File: src/rtl/uart_pkg.sv
// Shared definitions for the buffered UART: FSM state encodings, register map,
// CTRL/STATUS bit positions and the parity helper used by both TX and RX.
package uart_pkg;

  typedef enum logic [2:0] {
    TX_IDLE   = 3'd0,
    TX_START  = 3'd1,
    TX_DATA   = 3'd2,
    TX_PARITY = 3'd3,
    TX_STOP   = 3'd4
  } tx_state_e;

  typedef enum logic [2:0] {
    RX_IDLE   = 3'd0,
    RX_START  = 3'd1,
    RX_DATA   = 3'd2,
    RX_PARITY = 3'd3,
    RX_STOP   = 3'd4
  } rx_state_e;

  localparam logic [7:0] REG_CTRL   = 8'h00;
  localparam logic [7:0] REG_STATUS = 8'h04;
  localparam logic [7:0] REG_BAUD   = 8'h08;
  localparam logic [7:0] REG_TXDATA = 8'h0C;
  localparam logic [7:0] REG_RXDATA = 8'h10;
  localparam logic [7:0] REG_LEVEL  = 8'h14;

  localparam int CTRL_TX_EN   = 0;
  localparam int CTRL_RX_EN   = 1;
  localparam int CTRL_LEN_LSB = 2;
  localparam int CTRL_PAR_LSB = 4;
  localparam int CTRL_STOP2   = 6;

  localparam int ST_TX_BUSY   = 0;
  localparam int ST_RX_VALID  = 1;
  localparam int ST_TX_FULL   = 2;
  localparam int ST_RX_FULL   = 3;
  localparam int ST_OVERRUN   = 4;
  localparam int ST_PARITY    = 5;
  localparam int ST_FRAME     = 6;

  localparam logic [31:0] MIN_BAUD = 32'd7;

  function automatic logic parity_enabled(input logic [1:0] mode);
    return (mode == 2'b01) || (mode == 2'b10);
  endfunction

  // Only the bits actually on the wire (5..8 of them) take part in parity.
  function automatic logic parity_bit(input logic [7:0] data, input logic [1:0] len,
                                      input logic [1:0] mode);
    logic [7:0] mask;
    mask = 8'hFF >> (2'd3 - len);
    return (^(data & mask)) ^ (mode == 2'b10);
  endfunction

endpackage

File: src/rtl/uart_buffered_fifo.sv
// Synchronous FIFO with first-word-fall-through head; a pop frees a slot for a
// push in the same cycle, so push+pop on a full FIFO is accepted.
module sync_fifo #(
  parameter int WIDTH = 8,
  parameter int DEPTH = 8
) (
  input  logic                     clk,
  input  logic                     rst,
  input  logic                     push,
  input  logic [WIDTH-1:0]         push_data,
  input  logic                     pop,
  output logic [WIDTH-1:0]         head,
  output logic                     full,
  output logic                     empty,
  output logic [$clog2(DEPTH):0]   count
);
  localparam int AW = $clog2(DEPTH);
  localparam int CW = AW + 1;

  logic [WIDTH-1:0] mem [DEPTH];
  logic [AW-1:0]    wr_ptr;
  logic [AW-1:0]    rd_ptr;
  logic             do_push;
  logic             do_pop;

  assign empty   = (count == '0);
  assign full    = (count == CW'(DEPTH));
  assign do_pop  = pop && !empty;
  assign do_push = push && (!full || do_pop);
  assign head    = mem[rd_ptr];

  always_ff @(posedge clk) begin
    if (do_push) mem[wr_ptr] <= push_data;
  end

  always_ff @(posedge clk) begin
    if (rst) begin
      wr_ptr <= '0;
      rd_ptr <= '0;
      count  <= '0;
    end else begin
      if (do_push) wr_ptr <= wr_ptr + AW'(1);
      if (do_pop)  rd_ptr <= rd_ptr + AW'(1);
      count <= count + CW'(do_push) - CW'(do_pop);
    end
  end

endmodule

File: src/rtl/uart_buffered.sv
// Buffered UART peripheral: register file on the req/we bus, TX/RX FIFOs and
// runtime-programmable frame format (5-8 data bits, parity, 1/2 stop bits).
//   state      | meaning
//   *_IDLE     | line idle; TX waits for tx_en + data, RX for a falling edge
//   *_START    | start bit (RX: qualified at mid-bit)
//   *_DATA     | data bits, LSB first
//   *_PARITY   | parity bit, only when parity is enabled
//   *_STOP     | stop bit(s); RX checks only the first
module uart_buffered
  import uart_pkg::*;
#(
  parameter int          TX_DEPTH     = 8,
  parameter int          RX_DEPTH     = 8,
  parameter logic [31:0] DEFAULT_BAUD = 32'd433
) (
  input  logic        clk_i,
  input  logic        rst_i,
  input  logic        req_i,
  input  logic        we_i,
  input  logic [31:0] addr_i,
  input  logic [31:0] data_i,
  output logic        ready_o,
  output logic [31:0] data_o,
  output logic        tx_o,
  input  logic        rx_i
);
  localparam int TXCW = $clog2(TX_DEPTH) + 1;
  localparam int RXCW = $clog2(RX_DEPTH) + 1;

  logic [7:0]  addr;
  logic        bus_wr, bus_rd;
  logic [6:0]  ctrl;
  logic [31:0] baud;
  logic        overrun, parity_err, frame_err;
  logic [2:0]  flag_clr;
  logic        unused_addr;

  logic            tx_push, tx_pop, tx_full, tx_empty;
  logic [7:0]      tx_head;
  logic [TXCW-1:0] tx_count;
  logic            rx_push, rx_pop, rx_full, rx_empty;
  logic [7:0]      rx_head;
  logic [RXCW-1:0] rx_count;

  assign ready_o     = 1'b1;
  assign addr        = addr_i[7:0];
  assign unused_addr = ^addr_i[31:8];
  assign bus_wr      = req_i && we_i;
  assign bus_rd      = req_i && !we_i;
  assign tx_push     = bus_wr && (addr == REG_TXDATA);
  assign rx_pop      = bus_rd && (addr == REG_RXDATA);
  assign flag_clr    = (bus_wr && addr == REG_STATUS) ? data_i[6:4] : 3'b000;

  sync_fifo #(.WIDTH(8), .DEPTH(TX_DEPTH)) u_tx_fifo (
    .clk(clk_i), .rst(rst_i), .push(tx_push), .push_data(data_i[7:0]), .pop(tx_pop),
    .head(tx_head), .full(tx_full), .empty(tx_empty), .count(tx_count)
  );

  // ---------------- TX ----------------
  tx_state_e   tx_state;
  logic [31:0] tx_cnt;
  logic [2:0]  tx_idx, tx_last;
  logic [7:0]  tx_shift;
  logic [1:0]  tx_len, tx_par;
  logic        tx_stop_left, tx_par_bit, tx_line, tx_busy;

  assign tx_pop  = (tx_state == TX_IDLE) && ctrl[CTRL_TX_EN] && !tx_empty;
  assign tx_last = 3'd4 + {1'b0, tx_len};
  assign tx_busy = (tx_state != TX_IDLE) || !tx_empty;

  always_comb begin
    tx_line = 1'b1;
    case (tx_state)
      TX_START:  tx_line = 1'b0;
      TX_DATA:   tx_line = tx_shift[0];
      TX_PARITY: tx_line = tx_par_bit;
      default:   tx_line = 1'b1;
    endcase
  end

  // tx_o is registered from the state, so it trails the state by one clock.
  always_ff @(posedge clk_i) begin
    if (rst_i) begin
      tx_state     <= TX_IDLE;
      tx_cnt       <= '0;
      tx_idx       <= '0;
      tx_shift     <= '0;
      tx_len       <= '0;
      tx_par       <= '0;
      tx_stop_left <= 1'b0;
      tx_par_bit   <= 1'b0;
      tx_o         <= 1'b1;
    end else begin
      tx_o <= tx_line;
      if (tx_state == TX_IDLE) begin
        if (tx_pop) begin
          tx_shift     <= tx_head;
          tx_len       <= ctrl[CTRL_LEN_LSB +: 2];
          tx_par       <= ctrl[CTRL_PAR_LSB +: 2];
          tx_stop_left <= ctrl[CTRL_STOP2];
          tx_par_bit   <= parity_bit(tx_head, ctrl[CTRL_LEN_LSB +: 2], ctrl[CTRL_PAR_LSB +: 2]);
          tx_cnt       <= baud;
          tx_state     <= TX_START;
        end
      end else if (tx_cnt != '0) begin
        tx_cnt <= tx_cnt - 32'd1;
      end else begin
        tx_cnt <= baud;
        case (tx_state)
          TX_START: begin
            tx_idx   <= '0;
            tx_state <= TX_DATA;
          end
          TX_DATA: begin
            tx_shift <= {1'b0, tx_shift[7:1]};
            tx_idx   <= tx_idx + 3'd1;
            if (tx_idx == tx_last) tx_state <= parity_enabled(tx_par) ? TX_PARITY : TX_STOP;
          end
          TX_PARITY: tx_state <= TX_STOP;
          TX_STOP: begin
            if (tx_stop_left) tx_stop_left <= 1'b0;
            else              tx_state     <= TX_IDLE;
          end
          default: tx_state <= TX_IDLE;
        endcase
      end
    end
  end

  // ---------------- RX ----------------
  rx_state_e   rx_state;
  logic [31:0] rx_cnt;
  logic [2:0]  rx_idx, rx_last;
  logic [7:0]  rx_shift;
  logic [1:0]  rx_len, rx_par;
  logic        rx_par_sample, rx_s1, rx_s2, rx_prev;
  logic        rx_en, rx_stop_sample, rx_par_ok;
  logic        set_overrun, set_parity, set_frame;

  assign rx_en          = ctrl[CTRL_RX_EN];
  assign rx_last        = 3'd4 + {1'b0, rx_len};
  assign rx_stop_sample = rx_en && (rx_state == RX_STOP) && (rx_cnt == '0);
  assign rx_par_ok      = !parity_enabled(rx_par) ||
                          (rx_par_sample == parity_bit(rx_shift, rx_len, rx_par));
  assign rx_push        = rx_stop_sample && rx_s2 && rx_par_ok;
  assign set_frame      = rx_stop_sample && !rx_s2;
  assign set_parity     = rx_stop_sample && rx_s2 && !rx_par_ok;
  // Full FIFO is never empty, so a concurrent read always frees the slot.
  assign set_overrun    = rx_push && rx_full && !rx_pop;

  sync_fifo #(.WIDTH(8), .DEPTH(RX_DEPTH)) u_rx_fifo (
    .clk(clk_i), .rst(rst_i), .push(rx_push), .push_data(rx_shift), .pop(rx_pop),
    .head(rx_head), .full(rx_full), .empty(rx_empty), .count(rx_count)
  );

  always_ff @(posedge clk_i) begin
    if (rst_i) begin
      rx_s1         <= 1'b1;
      rx_s2         <= 1'b1;
      rx_prev       <= 1'b1;
      rx_state      <= RX_IDLE;
      rx_cnt        <= '0;
      rx_idx        <= '0;
      rx_shift      <= '0;
      rx_len        <= '0;
      rx_par        <= '0;
      rx_par_sample <= 1'b0;
    end else begin
      rx_s1   <= rx_i;
      rx_s2   <= rx_s1;
      rx_prev <= rx_s2;
      if (!rx_en) begin
        rx_state <= RX_IDLE;
      end else if (rx_state == RX_IDLE) begin
        if (rx_prev && !rx_s2) begin
          rx_cnt   <= baud >> 1;
          rx_len   <= ctrl[CTRL_LEN_LSB +: 2];
          rx_par   <= ctrl[CTRL_PAR_LSB +: 2];
          rx_shift <= '0;
          rx_idx   <= '0;
          rx_state <= RX_START;
        end
      end else if (rx_cnt != '0) begin
        rx_cnt <= rx_cnt - 32'd1;
      end else begin
        rx_cnt <= baud;
        case (rx_state)
          RX_START: rx_state <= rx_s2 ? RX_IDLE : RX_DATA;
          RX_DATA: begin
            rx_shift[rx_idx] <= rx_s2;
            rx_idx           <= rx_idx + 3'd1;
            if (rx_idx == rx_last) rx_state <= parity_enabled(rx_par) ? RX_PARITY : RX_STOP;
          end
          RX_PARITY: begin
            rx_par_sample <= rx_s2;
            rx_state      <= RX_STOP;
          end
          default: rx_state <= RX_IDLE;
        endcase
      end
    end
  end

  // ---------------- registers ----------------
  always_ff @(posedge clk_i) begin
    if (rst_i) begin
      ctrl <= '0;
      baud <= DEFAULT_BAUD;
    end else if (bus_wr) begin
      if (addr == REG_CTRL) ctrl <= data_i[6:0];
      if (addr == REG_BAUD) baud <= (data_i < MIN_BAUD) ? MIN_BAUD : data_i;
    end
  end

  // Hardware set takes priority over a same-cycle write-1-clear.
  always_ff @(posedge clk_i) begin
    if (rst_i) begin
      overrun    <= 1'b0;
      parity_err <= 1'b0;
      frame_err  <= 1'b0;
    end else begin
      overrun    <= (overrun    && !flag_clr[0]) || set_overrun;
      parity_err <= (parity_err && !flag_clr[1]) || set_parity;
      frame_err  <= (frame_err  && !flag_clr[2]) || set_frame;
    end
  end

  always_comb begin
    data_o = '0;
    if (bus_rd) begin
      case (addr)
        REG_CTRL:   data_o = {25'd0, ctrl};
        REG_STATUS: data_o = {25'd0, frame_err, parity_err, overrun,
                              rx_full, tx_full, !rx_empty, tx_busy};
        REG_BAUD:   data_o = baud;
        REG_RXDATA: data_o = {24'd0, rx_empty ? 8'h00 : rx_head};
        REG_LEVEL:  data_o = {16'd0, 8'(rx_count), 8'(tx_count)};
        default:    data_o = '0;
      endcase
    end
  end

endmodule

File: config.mk
export PLATFORM = sky130hd
export DESIGN_NAME = uart_buffered
export DESIGN_NICKNAME = d
export VERILOG_FILES = /design/src/rtl/uart_pkg.sv /design/src/rtl/uart_buffered_fifo.sv /design/src/rtl/uart_buffered.sv
export SDC_FILE = /design/constraint.sdc
export NUM_CORES = 1
export LEC_CHECK = 0
export CAP_MARGIN = 20
export CORE_MARGIN = 2
export CORE_UTILIZATION = 31
export DETAILED_ROUTE_END_ITERATION = 16
export GPL_TIMING_DRIVEN = 0
export PLACE_DENSITY = 0.58
export SLEW_MARGIN = 20
export SYNTH_ARGS = -nofsm -noshare
export SYNTH_HDL_FRONTEND = slang
export SYNTH_SLANG_ARGS = --single-unit
File: constraint.sdc
create_clock -name clk_i -period 6.25 [get_ports clk_i]
set_input_delay 0.9375 -clock clk_i [delete_from_list [all_inputs] [get_ports clk_i]]
set_output_delay 0.9375 -clock clk_i [all_outputs]
set_load 0.005 [all_outputs]
Word level (Yosys, flattened, before mapping)
Memories as Yosys holds them, arrays and structs flattened. A register that Yosys moved wholly into a read port is not among the register bits.
Index checks and enable logic that the tools add are counted.
{"block": "word_totals", "reg_bits": 169, "mem_bits_rw": 128, "output_inout_bits": 34, "elab_cells": 219, "mem_count": 2}
{"name": "u_rx_fifo.mem", "depth": 8, "word_bits": 8, "rd": 1, "rd_ports_with_merged_regs": 1, "wr": 1, "line_no": "uart_buffered_fifo.sv:20", "rtl": "logic [WIDTH-1:0] mem [DEPTH];"}
{"name": "u_tx_fifo.mem", "depth": 8, "word_bits": 8, "rd": 1, "rd_ports_with_merged_regs": 1, "wr": 1, "line_no": "uart_buffered_fifo.sv:20"}
{"block": "op_classes", "n_addsub": 16, "order_cmp": 3, "eq_ne": 30, "n_shift": 2, "muxes": 54, "bitwise": 9, "reduce_logical": 73}
{"cell": "two-way mux 32 bit", "n": 8}
{"cell": "case mux 32 bit (5 select lines)", "n": 1}
{"cell": "two-way mux 8 bit", "n": 9}
{"cell": "nonzero test 32 bit", "n": 2}
{"cell": "subtractor 32 x 1 -> 32 bit (second input constant)", "n": 2}
{"cell": "two-way mux 3 bit", "n": 20}
{"cell": "logical NOT 32 bit", "n": 1}
{"cell": "less-than comparator 32 x 3 -> 1 bit (second input constant)", "n": 1}
{"cell": "logical AND 1 bit", "n": 24}
{"cell": "adder 3 x 1 -> 3 bit (second input constant)", "n": 6}
{"cell": "bitwise AND 8 bit", "n": 2}
{"cell": "== test 8 x 4 -> 1 bit (second input constant)", "n": 2}
{"cell": "== test 8 x 5 -> 1 bit (second input constant)", "n": 2}
{"cell": "parity 8 bit", "n": 2}
{"cell": ">> shifter 8 x 2 -> 8 bit (first input constant)", "n": 2}
{"cell": "AND reduction 3 bit", "n": 5}
{"cell": "== test 3 x 2 -> 1 bit (second input constant)", "n": 4}
{"cell": "logical NOT 1 bit", "n": 12}
{"cell": "case mux 3 bit (4 select lines)", "n": 1}
{"cell": "AND reduction 4 bit", "n": 3}
{"cell": "logical OR 1 bit", "n": 9}
{"cell": "two-way mux 1 bit", "n": 9}
{"cell": "inequality test 3 bit (second input constant)", "n": 3}
{"cell": "case mux 3 bit (3 select lines)", "n": 1}
{"cell": "other kinds (30)", "n": 56}

Logic depth before layout (Yosys ltp)
Gate-level depths: netlist of run 1.
{"block": "logic_depth", "ltp_word": 11, "mapped_depth": 12, "depth_no_buf": 12}

Modules after synthesis
From an unflattened synthesis of run 1, not the netlist that was laid out.
{"block": "unflattened", "hier_cells": 1568, "area_unflattened_um2": 15235.9}
{"mod": "uart_buffered", "instances": 1, "cells_each": 1202, "area_each_um2": 8872.3, "seq_area_each_um2": 2982.9}
{"mod": "sync_fifo", "instances": 2, "cells_each": 183, "area_each_um2": 3181.8, "seq_area_each_um2": 2182.1}

Worst setup path before layout of run 1
Ideal clock, no wire load.
{"block": "synth_timing", "kind": "input-to-reg", "start": "in addr_i[3]", "end": "mem u_rx_fifo.mem[2][0], enable pin", "t_arrival_ns": 2.899, "required_ns": 5.867, "path_slack_ns": 2.968, "cell_stages": 6, "n_path_buf": 0, "path_cell_list": "nor4_1 nand4_1 o21ai_0 o2111ai_2 or2_1 nor3_1"}
{"block": "synth_between", "elab_chain_cells": 7}
{"element": "from (decl)", "line_no": "uart_buffered.sv:20", "rtl": "input logic [31:0] addr_i,"}
{"element": "== test 8 x 5 -> 1 bit", "line_no": "uart_buffered.sv:51", "rtl": "assign rx_pop = bus_rd && (addr == REG_RXDATA);"}
{"element": "logical AND 1 bit", "line_no": "uart_buffered.sv:51"}
{"element": "logical AND 1 bit", "line_no": "uart_buffered_fifo.sv:28", "rtl": "assign do_pop = pop && !empty;"}
{"element": "logical OR 1 bit", "line_no": "uart_buffered_fifo.sv:29", "rtl": "assign do_push = push && (!full || do_pop);"}
{"element": "logical AND 1 bit", "line_no": "uart_buffered_fifo.sv:29"}
{"element": "two-way mux 1 bit", "line_no": "uart_buffered_fifo.sv:33", "rtl": "if (do_push) mem[wr_ptr] <= push_data;"}
{"element": "two-way mux 1 bit (not written as such)", "line_no": "uart_buffered_fifo.sv:33"}
{"element": "to (decl)", "line_no": "uart_buffered_fifo.sv:20"}
No other way between the ends.

Worst setup path in the final report of run 1
{"block": "layout_timing", "start": "in addr_i[3]", "end": "out data_o[0]"}
{"block": "layout_between", "elab_chain_cells": 3}
{"element": "== test 8 x 5 -> 1 bit (tied with other cells)", "line_no": "uart_buffered.sv:231", "rtl": "case (addr)"}
{"element": "case mux 32 bit (5 select lines) (*)", "line_no": "uart_buffered.sv:231"}
{"element": "two-way mux 32 bit (*)", "line_no": "uart_buffered.sv:230", "rtl": "if (bus_rd) begin"}
{"element": "to (decl)", "line_no": "uart_buffered.sv:23", "rtl": "output logic [31:0] data_o,"}
Mark *: on every way between the ends. The rest lies on a longest branch, timed or not.

==> flow_metrics.tcl, run 1 <==
set metrics [dict create \
    fin_nets 1688 \
    drtAntennaViolNets 0 \
    yosysSeqAreaShare 0.4977 \
    yosysMostFrequentCell "dfxtp_1" \
    final.setup_skew_ps 20.21 \
    ff2ff_setup_slack_ps 2520 \
    area.growth.synth_to_final_pct 19.65 \
    fin_crit_ps 5236 \
    hold_class "reg2reg" \
    fin_crit_sh 0.8378 \
    die_area_sq_mm 0.04938 \
    synth-seq-cells 303 \
    rsz0062_at_grt "no" \
    synthCells 1476 \
    cts_made_buffers 36 \
    cts_buffer_depth 3 \
    synth_fp_nets 1569 \
    die_h_um 222.2 \
    power_frac_seq 0.392 \
    routed_via_density 5.617 \
    drv_slew 0 \
    wl_um 48330 \
    wire_per_inst_um 21.67 \
    grt_max_degree 14 \
    crit_path_start "addr_i[3]" \
    p_leak_nw 5.792 \
    synthDistinctLibCells 92 \
    grt.overflow.total 0 \
    clkTransAtPathRegs_ps 50 \
    rr_worst_depth 8 \
    final_area_sq_mm 0.01766 \
    firstDrtPassIters 6 \
    cellInternalPower_mw 3.871 \
    worst_slack_ps 1014 \
    worstSetupEndpoint "data_o[0]" \
    max_freq_mhz 191.0 \
    coreArea_sq_mm 0.04675 \
    clock_power_share 0.416 \
    status "completed" \
    cp.required_ps 5310 \
    synth_edf_count 128 \
    yosys_most_used_dff "dfxtp_1" \
    pre_cts_ws_ps 1148 \
    setup_viol 0 \
    track_usage 0.1939 \
    reg2reg_to "u_rx_fifo.mem[6][2]" \
    num_rows 79 \
    synth_common_cells "175 x dfxtp_1, 161 x nand2_1, 130 x nor2_1" \
    grt_pass1_vias 12080 \
    initial_utilization 0.3158 \
    pin_count 103 \
    routedLengthMet1_um 20900 \
    cts.sinks 303 \
    worst_pin_slew_ps 1067 \
    worstSetupPathType "in2out" \
    post-cts-setup-buffers 0 \
    drive_gt1_frac 0.1035 \
    min_path_cells 1 \
    synth.area.top_cells "edfxtp_1 26%, dfxtp_1 24%, mux4_2 4.9%" \
    netlist_area_sq_mm 0.01476 \
    maxSlewHeadroom 0.2830 \
    io_buffers 76 \
    die_x_um 222.2 \
    ir_drop_mv 0.2085 \
    ctsHoldBuffers 0 \
    gp_congestion 0.9240 \
    clock-root-buffer "clkbuf_16" \
    cap_viol_max_count 0 \
    fill_cells 4646 \
    synth_area_leader_cell "edfxtp_1" \
    cts_tree "built" \
    r2r_start "rx_cnt[0]" \
    route.met2.wl_um 22000 \
    highest_layer "met4" \
    syn_area_per_cell_sq_um 10.00 \
    fin_setup_tns_ps 0 \
    endpoint_kind "output pin" \
    swShare 0.2988 \
    drt-initial-drc-count 1442 \
    cts_resized 0 \
    arrival_ps 4300 \
    wl_met3_um 3954 \
    insertedDiodeCount 0 \
    synthArstFlopShare 0 \
    power_frac_comb 0.192 \
    worst_setup_path_start_kind "input pin" \
    vias 12530 \
    antenna_found_initial 0 \
    drcViolationCount 0 \
    htreeDepth 2 \
    hpwl_um 34410 \
    switching_power_mw 1.650 \
    clk_latency_ps 550 \
    synth.top_cell.area_share 0.2604 \
    powerDensity_mw_per_mm2 312.6 \
    place_area_sq_mm 0.01637 \
    grt_pass1_wl_um 73800 \
    worstPathMaxFanout 7 \
    hold_violations 0 \
    synth_warnings 0 \
]
==> power groups by stage <==
stage / sequential, mW / clock, mW / combinational (mW)
6_report: 2.17 / 2.29 / 1.06
5_1_grt: 2.18 / 2.43 / 1.17
4_1_cts: 2.16 / 2.34 / 1.04
3_5_place_dp: 2.21 / 0 / 1.04
3_3_place_gp: 2.20 / 0 / 1.02
2_1_floorplan: 2.19 / 0 / 0.727
==> logic make-up after synthesis <==
family	count (synthesis)	share of synthesized area
buffers and inverters	141	0.03856
flip-flops	303	0.4977
adder cells (fa/ha/maj)	24	0.02136
AND/OR/NAND/NOR	534	0.1809
AO/OA/AOI/OAI	365	0.1600
XOR/XNOR	31	0.02119
other	1	0.0002540
multiplexers	77	0.08001
==> stage by stage <==
| step | utilization | total power, mW | cells | hold WS [ps] |
|---|---|---|---|---|
| 3_5_place_dp | 0.3501 | 3.242 | 2164 | 392.3 |
| 4_1_cts | 0.3778 | 5.536 | 2230 | 405.1 |
| 6_report | 0.3778 | 5.521 | 2230 | 404.0 |
| 2_1_floorplan | - | 2.919 | 1476 | 389.5 |
| 3_3_place_gp | 0.3483 | 3.222 | 2159 | 393.4 |
| 5_1_grt | 0.3778 | 5.774 | 2230 | 418.2 |
==> cell usage in the layout, fill, tap and decap left out, types with 27 or more instances in the layout <==
master / netlist / final
dfxtp_1: 175 / 175
nand2_1: 161 / 161
nor2_1: 130 / 130
edfxtp_1: 128 / 128
a21oi_1: 123 / 123
clkbuf_1: 75 / 78
clkdlybuf4s50_1: 0 / 76
o21ai_0: 64 / 64
inv_1: 42 / 42
nor3_1: 44 / 40
clkbuf_16: 0 / 38
mux2i_1: 37 / 37
nand3_1: 36 / 36
mux4_2: 32 / 32
a31oi_1: 28 / 28
and2_1: 27 / 27
==> registers in the layout (all words and copies together), names as in the netlist, 4 cells and up, named ones only <==
name	cells
u_rx_fifo.mem	64
u_tx_fifo.mem	64
baud	32
rx_cnt	32
tx_cnt	32
rx_shift	8
tx_shift	8
ctrl	7
u_rx_fifo.count	4
u_tx_fifo.count	4
==> metal layers <==
layer  vias up  track usage
li1       5731            -
met1      6139       0.2625
met2       557       0.3100
met3       100      0.04033
met4         0      0.06234
met5         -            0
==> cell type report <==
type,count,area (sq um),share of cell area
tap,607,759.5,0.04300
inverter,43,161.4,0.009138
timing repair buffer,81,790.8,0.04477
sequential,303,7347,0.4160
multi-input combinational,1032,6902,0.3907
clock inverter,23,305.3,0.01728
buffer,98,407.9,0.02309
clock buffer,43,989.7,0.05603
==> worst min-delay path by stage <==
stage,start,endpoint,slack [ps]
2_1_floorplan,rx_s1,rx_s2,390
3_3_place_gp,rx_s1,rx_s2,390
3_5_place_dp,rx_s1,rx_s2,390
4_1_cts,rx_s1,rx_s2,410
5_1_grt,rx_s1,rx_s2,420
6_report,rx_s1,rx_s2,400
==> critical path, cell delays in order <==
cell and delay, ps:
clkdlybuf4s50_1 440, nor4_2 760, nand3_1 240, nor2b_1 640, nand2_1 160, a41oi_1 510, clkdlybuf4s50_1 600
(Power assumes the default switching activity.)
==> run 2: changes to the inputs <==
PLACE_DENSITY = 0.6   (was 0.58)
clock period = 4.3 ns   (was 6.25 ns; I/O delays follow)
==> run 2 against run 1 <==
Register-to-register slack lost 2000 ps. Largest power group is now registers. Flip-flop and latch count is the same. Sequential power grew 45%. Critical endpoint unchanged.
==> flow_metrics.tcl, run 2 (synthesis results as in run 1) <==
set metrics [dict create \
    grt_pass1_vias 12110 \
    grt.overflow.total 0 \
    routed_via_density 5.594 \
    hold_class "reg2reg" \
    arrival_ps 3560 \
    die_area_sq_mm 0.04938 \
    hold_start "rx_s1" \
    cp_common_cell "clkdlybuf4s50_1" \
    wire_per_inst_um 21.28 \
    drv_slew 0 \
    num_rows 79 \
    regArea_sq_mm 0.007347 \
    pre_cts_ws_ps -224.1 \
    hpwl_um 33710 \
    io_buffers 76 \
    worstSetupPathType "in2out" \
    vias 12480 \
    reg2reg_to "u_rx_fifo.mem[7][5]" \
    fin_crit_ps 4206 \
    area.growth.synth_to_final_pct 18.59 \
    cts_made_buffers 36 \
    worst_slack_ps 93.82 \
    wl_um 47450 \
    max_freq_mhz 237.7 \
    fin_nets 1688 \
    maxSlewHeadroom 0.3141 \
    cts_buffer_depth 3 \
    gp_congestion 0.9177 \
    final_common_cell "dfxtp_1" \
    track_usage 0.1889 \
    drive_gt1_frac 0.1023 \
    grt_max_degree 14 \
    antenna_found_initial 1 \
    fill_cells 4622 \
    p_leak_nw 5.754 \
    clock-root-buffer "clkbuf_16" \
    status "completed" \
    die_x_um 222.2 \
    min_path_cells 1 \
    endpoint_kind "output pin" \
    crit_chain "clkdlybuf4s50_1 -> nor4_4 -> nand3_1 -> nor2b_2 -> nand2_1 -> a41oi_1 -> clkdlybuf4s50_1" \
    mostFrequentLayoutCells "175 x dfxtp_1, 161 x nand2_1, 130 x nor2_1, 128 x edfxtp_1, 123 x a21oi_1" \
    hold_end "rx_s2" \
    pin_count 103 \
    clk_latency_ps 560 \
    ctsHoldBuffers 0 \
    hold_violations 0 \
    ir_drop_mv 0.2958 \
    initial_utilization 0.3158 \
    worst_pin_slew_ps 1021 \
    firstDrtPassIters 6 \
    drt-initial-drc-count 1312 \
    drcViolationCount 0 \
    drtAntennaViolNets 0 \
    cpPeakStageDelay_ps 620 \
    rsz0062_at_grt "yes" \
    cap_viol_max_count 0 \
    final.setup_skew_ps 25.67 \
    holdWs_ps 405.5 \
    ff2ff_setup_slack_ps 560 \
    worst_setup_path_start_kind "input pin" \
    cp.required_ps 3650 \
    clkTransAtPathRegs_ps 50 \
    cpMaxStageDelayCell "clkdlybuf4s50_1" \
    powerDensity_mw_per_mm2 432.8 \
    largestRegisters "u_rx_fifo.mem: 64 flops, u_tx_fifo.mem: 64 flops" \
    worstPathMaxFanout 7 \
    post-cts-setup-buffers 0 \
    grt_pass1_wl_um 72200 \
    rr_worst_depth 8 \
    cts_tree "built" \
    multi_input_area_sq_mm 0.006920 \
    fin_crit_sh 0.9782 \
    die_h_um 222.2 \
    r2r_start "rx_cnt[0]" \
    p_total_mw 7.578 \
    cts.sinks 303 \
    coreArea_sq_mm 0.04675 \
    setup_viol 0 \
    htreeDepth 2 \
]
[run 2: cell types whose count changed in the layout (fill, tap and decap cells not counted), moves of 2 or more]
cell / previous run / this run
bufinv_16: 7 / 0
clkbuf_1: 78 / 82
buf_2: 17 / 14
clkinv_2: 3 / 6
buf_4: 6 / 8
clkinv_8: 1 / 3
nor2b_1: 12 / 10
nor2b_2: 0 / 2
[run 2: routing by layer]
layer | routed length, um | part of all wire | global-route usage | up-vias
met1 | 20280 | 0.43 | 0.2563 | 6056
met3 | 4109 | 0.087 | 0.03914 | 116
li1 | - | - | - | 5731
met5 | 0 | 0 | 0 | -
met2 | 21240 | 0.45 | 0.2930 | 572
met4 | 1822 | 0.038 | 0.07847 | 0
[run 2: how the worst max path moves through the flow]
stage | start | endpoint | slack [ps] | depth (start not counted)
6_report | addr_i[3] | data_o[0] | 90 | 7
2_1_floorplan | addr_i[3] | u_rx_fifo.mem[2][0] | 1310 | 6
4_1_cts | addr_i[1] | data_o[17] | 3 | 7
5_1_grt | addr_i[3] | data_o[2] | 2 | 8
3_5_place_dp | addr_i[3] | data_o[0] | -220 | 7
3_3_place_gp | addr_i[3] | data_o[0] | -600 | 7
[run 2: cell type report]
class / instances / share of cell area
Timing Repair Buffer: 81 / 0.04545
Sequential cell: 303 / 0.4196
Buffer: 98 / 0.02351
Clock buffer: 48 / 0.05696
Multi-Input combinational cell: 1032 / 0.3953
Clock inverter: 17 / 0.006432
Inverter: 43 / 0.009219
Antenna cell: 1 / 0.0001429
Tap cell: 607 / 0.04338
[run 2: critical path: cells and delay by family]
kind | cells | cell delay (ps)
AOI/OAI and AO/OA | 1 | 540
buffers and inverters | 2 | 1080
and+or+nand+nor | 4 | 1280
[run 2: report_power, final]
part,leakage [nW],switching [mW],internal (mW)
combinational,2.61,1.05,0.488
clock,0.542,1.24,1.64
sequential,2.60,0.0810,3.07
total,5.75,2.38,5.20
[run 2: stage by stage]
stage               cells  instance area, sq um  TNS (ps)  utilization
floorplan            1476                 14760         0            -
global placement     2159                 16280    -17720       0.3483
detailed placement   2164                 16370    -488.1       0.3502
CTS                  2229                 17490         0       0.3742
global route         2229                 17510         0       0.3744
finish               2230                 17510         0       0.3745
[run 2: timing repair]
item,in CTS,in global routing
endpoints found under the setup margin,3,26
resized for setup,2,5
hold endpoints to repair,0,0
